--- config.mk ---
export PLATFORM = sky130hd
export DESIGN_NAME = camera_read
export DESIGN_NICKNAME = d
export VERILOG_FILES = /design/src/rtl/camera_read_pkg.sv /design/src/rtl/camera_read.sv
export SDC_FILE = /design/constraint.sdc
export NUM_CORES = 1
export LEC_CHECK = 0
export CORE_ASPECT_RATIO = 2
export CORE_UTILIZATION = 31
export DETAILED_ROUTE_END_ITERATION = 8
export PLACE_DENSITY = 0.66
export SLEW_MARGIN = 20
export SYNTH_ARGS = -nofsm -noshare
export SYNTH_HDL_FRONTEND = slang
export SYNTH_SLANG_ARGS = --single-unit
--- constraint.sdc ---
create_clock -name p_clock -period 1.37 [get_ports p_clock]
set_input_delay 0.3425 -clock p_clock [delete_from_list [all_inputs] [get_ports p_clock]]
set_output_delay 0.3425 -clock p_clock [all_outputs]
set_load 0.005 [all_outputs]
--- src/rtl/camera_read_pkg.sv ---
// Shared definitions for the OV7670 parallel capture front end.
package camera_read_pkg;

  // Capture FSM states.
  typedef enum logic {
    WAIT_FRAME_START = 1'b0,
    ROW_CAPTURE      = 1'b1
  } cam_state_t;

  // Default counter widths for a 640x480 frame.
  localparam int CAM_X_W = 10;
  localparam int CAM_Y_W = 9;

  // True on the sample where a level was high last cycle and is low now.
  function automatic logic fell(input logic prev, input logic cur);
    return prev & ~cur;
  endfunction

endpackage : camera_read_pkg

--- src/rtl/camera_read.sv ---
// OV7670 capture front end: frames the byte stream with vsync/href and packs
// byte pairs into 16-bit pixels with their column/row coordinates.
//
// Output protocol: there is no back-pressure. pixel_valid is a one-cycle
// strobe; pixel_data, pixel_x and pixel_y are meaningful in that cycle and
// hold until the next update. frame_done is a one-cycle strobe and is never
// high in the same cycle as pixel_valid.
module camera_read
  import camera_read_pkg::*;
#(
  parameter int X_W = CAM_X_W,
  parameter int Y_W = CAM_Y_W
) (
  input  logic           p_clock,
  input  logic           reset,
  input  logic           vsync,
  input  logic           href,
  input  logic [7:0]     p_data,
  output logic [15:0]    pixel_data,
  output logic           pixel_valid,
  output logic           frame_done,
  output logic [X_W-1:0] pixel_x,
  output logic [Y_W-1:0] pixel_y
);

  // FSM state is kept as a named enum so checkers can bind to it.
  cam_state_t     state;
  logic           vsync_d;
  logic           href_d;
  logic           toggle;          // 1: high byte of a pair already captured
  logic           line_has_pixel;  // current line emitted at least one pixel
  logic [X_W-1:0] x;
  logic [Y_W-1:0] y;

  logic frame_start;
  logic href_fall;

  assign frame_start = fell(vsync_d, vsync);
  assign href_fall   = fell(href_d, href);

  // One-cycle delayed copies of the sync inputs for edge detection.
  always_ff @(posedge p_clock) begin
    if (reset) begin
      vsync_d <= 1'b0;
      href_d  <= 1'b0;
    end else begin
      vsync_d <= vsync;
      href_d  <= href;
    end
  end

  // Capture FSM: framing, byte packing, coordinate counters, registered outputs.
  always_ff @(posedge p_clock) begin
    if (reset) begin
      state          <= WAIT_FRAME_START;
      toggle         <= 1'b0;
      line_has_pixel <= 1'b0;
      x              <= '0;
      y              <= '0;
      pixel_data     <= 16'h0000;
      pixel_valid    <= 1'b0;
      frame_done     <= 1'b0;
      pixel_x        <= '0;
      pixel_y        <= '0;
    end else begin
      // Strobes default low; they are raised for exactly one cycle below.
      pixel_valid <= 1'b0;
      frame_done  <= 1'b0;
      case (state)
        WAIT_FRAME_START: begin
          // href is ignored here; bytes on the start edge are not captured.
          if (frame_start) begin
            state          <= ROW_CAPTURE;
            toggle         <= 1'b0;
            line_has_pixel <= 1'b0;
            x              <= '0;
            y              <= '0;
          end
        end
        ROW_CAPTURE: begin
          if (vsync) begin
            // End of frame wins over href; any half pixel is dropped.
            frame_done <= 1'b1;
            toggle     <= 1'b0;
            state      <= WAIT_FRAME_START;
          end else if (href) begin
            if (!toggle) begin
              pixel_data[15:8] <= p_data;
              toggle           <= 1'b1;
            end else begin
              pixel_data[7:0] <= p_data;
              pixel_valid     <= 1'b1;
              pixel_x         <= x;
              pixel_y         <= y;
              x               <= x + X_W'(1);
              line_has_pixel  <= 1'b1;
              toggle          <= 1'b0;
            end
          end else if (href_fall) begin
            // End of line: drop a stray half pixel, move to the next row only
            // if this line actually produced pixels.
            toggle         <= 1'b0;
            x              <= '0;
            line_has_pixel <= 1'b0;
            if (line_has_pixel) begin
              y <= y + Y_W'(1);
            end
          end
        end
        default: begin
          state <= WAIT_FRAME_START;
        end
      endcase
    end
  end

endmodule : camera_read

==> metrics.yaml, run 1 <==
synthArstFlopShare_pct: 0
multi_input_area_mm2: 0.001291
dp.final_hpwl_um: 4576
synth_nets: 307
cp_data_arrival_time_ps: 1660
syn_area_per_cell_um2: 8.212
setup_viol: 3
grt_pass1_vias: 2398
clk_root_buffer_cell: "clkbuf_16"
drcViolationCount: 0
period_share_pct: 102.8
vdd_drop_max_uv: 593.5
path_buf_inv: 0
relSlewSlack_pct: 75.91
core_area_mm2: 0.007545
ys_warn_count: 0
syn_inst: 293
dieArea_mm2: 0.008139
clk_path_buf_depth: 2
final_hold_viol_count: 0
crit_path_end_kind: "flip-flop"
cts_tree: "yes"
track_usage_pct: 17.61
failed_checks: "setup timing"
placed_area_mm2: 0.003314
critPathMaxStageDelay_ps: 500
seq_area_frac_synth_pct: 50.75
worst-path-max-fanout: 3
wl_per_cell_um: 14.49
antenna_found_initial: 0
area_growth_pct: 58.87
grt_pass1_wl_um: 10900
place_inst: 460
seqCellArea_mm2: 0.001231
htree_num_levels: 3
crit_family: "simple AND/OR/NAND/NOR gates"
numCtsBuffers: 9
layout_commonest_cell: "nand2_1"
ios: 49
grt_overflow_total: 0
fill_cells: 733
place.gp.congestion: 0.8683
cts_hold_buf: 0
rsz0062_at_grt: "true"
drt_iter0_markers: 98
diodes: 0
cts.reportedPaths.clkPinSlew_ps: 50
viasPerCell: 5.010
die_x_um: 64.30
fin_area_mm2: 0.003822
postRouteAntennaNets: 0
leakage_nw: 1.547
worst_slew_pin_slew_ps: 361.4
ys.flop_type: "dfxtp_1"
dr.pass1.iters: 4
drive_gt1_share_pct: 26.22
crit_chain: "ha_2 -> nand3_1 -> or4_4 -> a21oi_2"
grt_max_degree: 37
syn_area_mm2: 0.002406
synth_cell_type_count: 37
crit_required_ps: 1630
skew_ps: 6.275
cap_violations: 0
drv_slew: 0
setup_ws_ps: -38.25
ys_seq_elements: 61
final_cell_mix: "74 x nand2_1, 55 x dfxtp_1, 44 x a21oi_1"
cts_sinks: 61
slowest_stage: "or4_4"
critPathKind: "flip-flop to flip-flop"
layout.nets: 401
clock_latency_ps: 320
fmax_mhz: 710.1
start_kind: "flip-flop"
synth_edf_count: 0
cellPowerDensity_mw_per_mm2: 1064
layout.cells.non_filler: 483
die_y_um: 126.6
finalPower_w: 0.004065
wirelength_um: 6998
status: "finished, violations left"
period_needed_ps: 1408
worstHoldPathType: "input pin to flip-flop"
start_util_pct: 31.89
vias: 2420
row_count: 45
port_buffers: 48
layout make-up:
class                   count  area share [%]
multi-input cells         210           33.78
flip-flops and latches     61           32.21
repair buffers             99           23.31
clock buffers              10           5.990
well taps                  94           3.077
clock inverters             3           1.047
inverters                   6          0.5892
metrics by stage:
step	TNS [ps]	hold slack (ps)	util, %	worst slack [ps]
floorplan	0	440.1	-	9.771
global placement	-21340	442.7	43.93	-508.3
detailed placement	-23690	447.0	43.93	-579.0
CTS	-229.2	306.7	48.49	-107.9
global route	-546.2	326.6	50.66	-100.3
finish	-65.94	320.6	50.66	-38.25
routing by layer:
metal | vias to the layer above | wire length, um | share of wire [%] | global-route usage [%]
li1 | 1195 | - | - | -
met1 | 1140 | 2528 | 36 | 16.75
met2 | 64 | 3937 | 56 | 32.82
met3 | 21 | 221 | 3.2 | 3.417
met4 | 0 | 311 | 4.4 | 11.63
met5 | - | 0 | 0 | 0
report_power, final:
group / internal [W] / total [W] / switching [W]
sequential: 0.00178 / 0.00179 / 0.00000512
combinational: 0.0000927 / 0.000192 / 0.0000989
clock: 0.00137 / 0.00208 / 0.000719
total: 0.00324 / 0.00407 / 0.000823
cell families after synthesis:
family                     Yosys count  synth area share [%]
and+or+nand+nor                    126                 23.45
adders and majority gates            2                 1.040
buffers and inverters               23                 3.744
xor gates and xnor gates             5                 1.820
DFF                                 61                 50.75
AOI/OAI and AO/OA                   76                 19.19
final timing paths:
kind / from / end / slack, ps / depth (start not counted)
max: y[1]$_SDFFE_PP0P_ / y[8]$_SDFFE_PP0P_ / -40 / 4
min: reset / state$_SDFF_PP0_ / 320 / 2
max reg2reg: y[1]$_SDFFE_PP0P_ / y[8]$_SDFFE_PP0P_ / -40 / 4
min reg2reg: pixel_data[7]$_SDFFE_PP0P_ / pixel_data[7]$_SDFFE_PP0P_ / 450 / 2
state kept, by name, summed over array words and instances (netlist names):
register        count
vsync_d             1
pixel_y             9
pixel_data         16
frame_done          1
x                  10
state               1
href_d              1
pixel_valid         1
line_has_pixel      1
pixel_x            10
toggle              1
y                   9
Yosys cell counts (3+ instances only):
| library cell | instances | share of area, % |
|---|---|---|
| a211oi_1 | 5 | 1.6 |
| a21oi_1 | 46 | 9.6 |
| a31oi_1 | 5 | 1.3 |
| buf_2 | 3 | 0.62 |
| clkbuf_1 | 12 | 1.9 |
| dfxtp_1 | 61 | 51 |
| inv_1 | 6 | 0.94 |
| nand2_1 | 76 | 12 |
| nand2b_1 | 3 | 0.78 |
| nand3_1 | 5 | 1.0 |
| nand4b_1 | 3 | 1.1 |
| nor2_1 | 18 | 2.8 |
| nor2b_1 | 5 | 1.3 |
| nor3_1 | 7 | 1.5 |
| o21ai_0 | 5 | 1.0 |
| xnor2_1 | 5 | 1.8 |
what timing repair did:
item                                    in CTS  in global routing
setup buffers                                7                  1
gates resized for setup                     58                 30
gates cloned                                 1                  1
pin swaps                                    8                 11
endpoints found under the setup margin      90                 30
endpoints found under the hold margin        0                  0
(Power assumes the default switching activity.)
==> inputs of run 2 (changes only) <==
--- a/config.mk
+++ b/config.mk
@@ -8,6 +8,7 @@
 export CORE_ASPECT_RATIO = 2
 export CORE_UTILIZATION = 31
 export DETAILED_ROUTE_END_ITERATION = 8
+export GPL_TIMING_DRIVEN = 0
 export PLACE_DENSITY = 0.66
 export SLEW_MARGIN = 20
 export SYNTH_ARGS = -nofsm -noshare
==> run 2 against run 1 <==
  * The run still ends with setup timing left
  * Global-route usage down 1.2 points
  * First-iteration DRC count increased by 42%
  * Clock power is 11% higher
  * Wire length shrank 7.1%
  * Worst hold slack gained 120 ps
  * Worst setup slack worse by 25 ps
  * Cell count shrank 4.6%
  * Critical path depth grew 1
  * Non-clock buffer count is 24 lower
==> metrics.yaml, run 2 (synthesis results as in run 1) <==
clock_latency_ps: 330  # about the same
cts_sinks: 61  # unchanged
htree_num_levels: 3  # unchanged
cts_hold_buf: 0  # unchanged
vdd_drop_max_uv: 631.8  # +6.5%
largest_reg_flops: 16  # unchanged
combinationalPowerShare_pct: 3.8  # -0.9 points
grt_pass1_wl_um: 10110  # -7.2%
postRouteAntennaNets: 0  # unchanged
period_share_pct: 104.6  # +1.8 points
setup_ws_ps: -63.03  # -24.78 ps
start_util_pct: 31.89  # unchanged
viasPerCell: 5.102  # +1.8%
diodes: 0  # unchanged
vias: 2352  # -2.8%
layout.nets: 376  # -6.2%
dp.final_hpwl_um: 4345  # -5.1%
drt_iter0_markers: 139  # +42%
cap_violations: 0  # unchanged
layout.cells.non_filler: 461  # -4.6%
relSlewSlack_pct: 55.88  # -20 points
swShare_pct: 20.48  # +0.24 points
cts_tree: "yes"
p_seq_share_pct: 41.9  # -2.1 points
die_y_um: 126.6  # unchanged
critPathMaxStageDelay_ps: 440  # -60 ps
crit_path_end_kind: "flip-flop"
reg_top3: "pixel_data: 16 flops, pixel_x: 10 flops, x: 10 flops"
drcViolationCount: 0  # unchanged
slowest_stage: "or4_4"
period_needed_ps: 1433  # +24.78 ps
cellPowerDensity_mw_per_mm2: 1178  # +11%
ios: 49  # unchanged
drive_gt1_share_pct: 22.62  # -3.6 points
grt_pass1_vias: 2199  # -8.3%
internal_power_w: 0.003392  # +4.6%
fmax_mhz: 697.8  # -1.7%
numCtsBuffers: 9  # unchanged
rsz0062_at_grt: "true"
final_cell_mix: "76 x nand2_1, 48 x dfxtp_1, 41 x a21oi_1"
regMostFlops: "pixel_data"
whs_ps: 444.3  # +123.7 ps
track_usage_pct: 16.38  # -1.2 points
wirelength_um: 6498  # -7.1%
final_hold_viol_count: 0  # unchanged
row_count: 45  # unchanged
failed_checks: "setup timing"
worst-path-max-fanout: 4  # +1
dieArea_mm2: 0.008139  # unchanged
die_x_um: 64.30  # unchanged
grt_max_degree: 11  # -70%
r2r_cells: 5  # +1
fill_cells: 751  # +2.5%
place_inst: 434  # -5.7%
grt_overflow_total: 0  # unchanged
drv_slew: 0  # unchanged
dr.pass1.iters: 4  # unchanged
crit_required_ps: 1640  # about the same
setup_viol: 5  # +2
clkPwrFrac_pct: 54.2  # +2.9 points
start_kind: "flip-flop"
skew_ps: 4.837  # -1.438 ps
layout_commonest_cell: "nand2_1"
clk_root_buffer_cell: "clkbuf_16"
worstHoldPathType: "input pin to flip-flop"
power.switching_w: 0.0008737  # +6.2%
port_buffers: 47  # -2.1%
critPathKind: "flip-flop to flip-flop"
area_growth_pct: 50.55
wl_per_cell_um: 14.10  # -2.7%
r2r_setup_slack_ps: -60  # -20 ps
core_area_mm2: 0.007545  # unchanged
clk_path_buf_depth: 2  # unchanged
cts.reportedPaths.clkPinSlew_ps: 50  # about the same
worst_slew_pin_slew_ps: 661.7  # +300.4 ps
status: "finished, violations left"
place.gp.congestion: 0.8424  # -3.0%
crit_chain: "buf_12 -> nor2b_4 -> o2111ai_4 -> or4_4 -> a21oi_2"
cp_data_arrival_time_ps: 1700  # +40 ps
antenna_found_initial: 0  # unchanged
holdPathStages: 2  # unchanged
leakage_nw: 1.400  # -9.5%
run 2: cell count changes in the layout (fill, tap and decap cells not counted), moves of 4 or more:
| cell | before | now |
|---|---|---|
| dfxtp_2 | 5 | 10 |
| clkbuf_8 | 0 | 4 |
| dfxtp_1 | 55 | 48 |
| buf_4 | 40 | 9 |
run 2: power groups by stage:
stage | combinational (W) | clock, W | sequential, W
finish | 0.000163 | 0.00231 | 0.00179
global route | 0.000175 | 0.00242 | 0.00179
floorplan | 0.0000701 | 0 | 0.00183
detailed placement | 0.000136 | 0 | 0.00183
global placement | 0.000135 | 0 | 0.00183
CTS | 0.000149 | 0.00236 | 0.00179
run 2: cell type report:
class	count	area (um^2)	share of cell area, %
inverter	6	22.52	0.6218
clock inverter	4	45.04	1.244
sequential	61	1245	34.37
tap	94	117.6	3.247
buffer	14	91.34	2.522
multi-input combinational	209	1280	35.34
clock buffer	12	266.5	7.358
timing repair buffer	61	554.3	15.30
run 2: through the flow:
step | util [%] | total power [W] | instance area [um^2] | setup TNS [ps] | setup slack (ps)
finish | 48.01 | 0.004266 | 3622 | -119.2 | -63.03
global route | 48.01 | 0.004385 | 3622 | -591.0 | -115.6
CTS | 45.84 | 0.004296 | 3458 | -388.3 | -159.5
detailed placement | 40.12 | 0.001964 | 3027 | -41090 | -929.0
global placement | 40.12 | 0.001963 | 3027 | -39700 | -899.8
floorplan | - | 0.001896 | 2439 | 0 | 9.771
run 2: path summary, 6_finish.rpt:
path / start / endpoint
max: state$_SDFF_PP0_ / y[8]$_SDFFE_PP0P_
min reg2reg: pixel_data[8]$_SDFFE_PP0P_ / pixel_data[8]$_SDFFE_PP0P_
min: reset / href_d$_SDFF_PP0_
max reg2reg: state$_SDFF_PP0_ / y[8]$_SDFFE_PP0P_
run 2: metal layers:
layer	routed length, um	part of all wire, %	vias to the layer above	global-route usage, %
met5	0	0	-	0
li1	-	-	1149	-
met4	224	3.4	0	10.46
met2	3452	53	57	28.54
met1	2583	40	1126	16.84
met3	237	3.6	20	4.317
run 2: worst max-delay path: cells and delay by family, from the launching register on:
family,cells,cell delay (ps)
AND/OR/NAND/NOR,2,590
AO/OA/AOI/OAI,2,290
flip-flops,1,360
buffers and inverters,1,130
run 2: repair_timing:
item / CTS / global route
pin swaps: 9 / 17
setup endpoints to repair: 93 / 48
gates resized for setup: 76 / 36
buffers inserted: 9 / 5
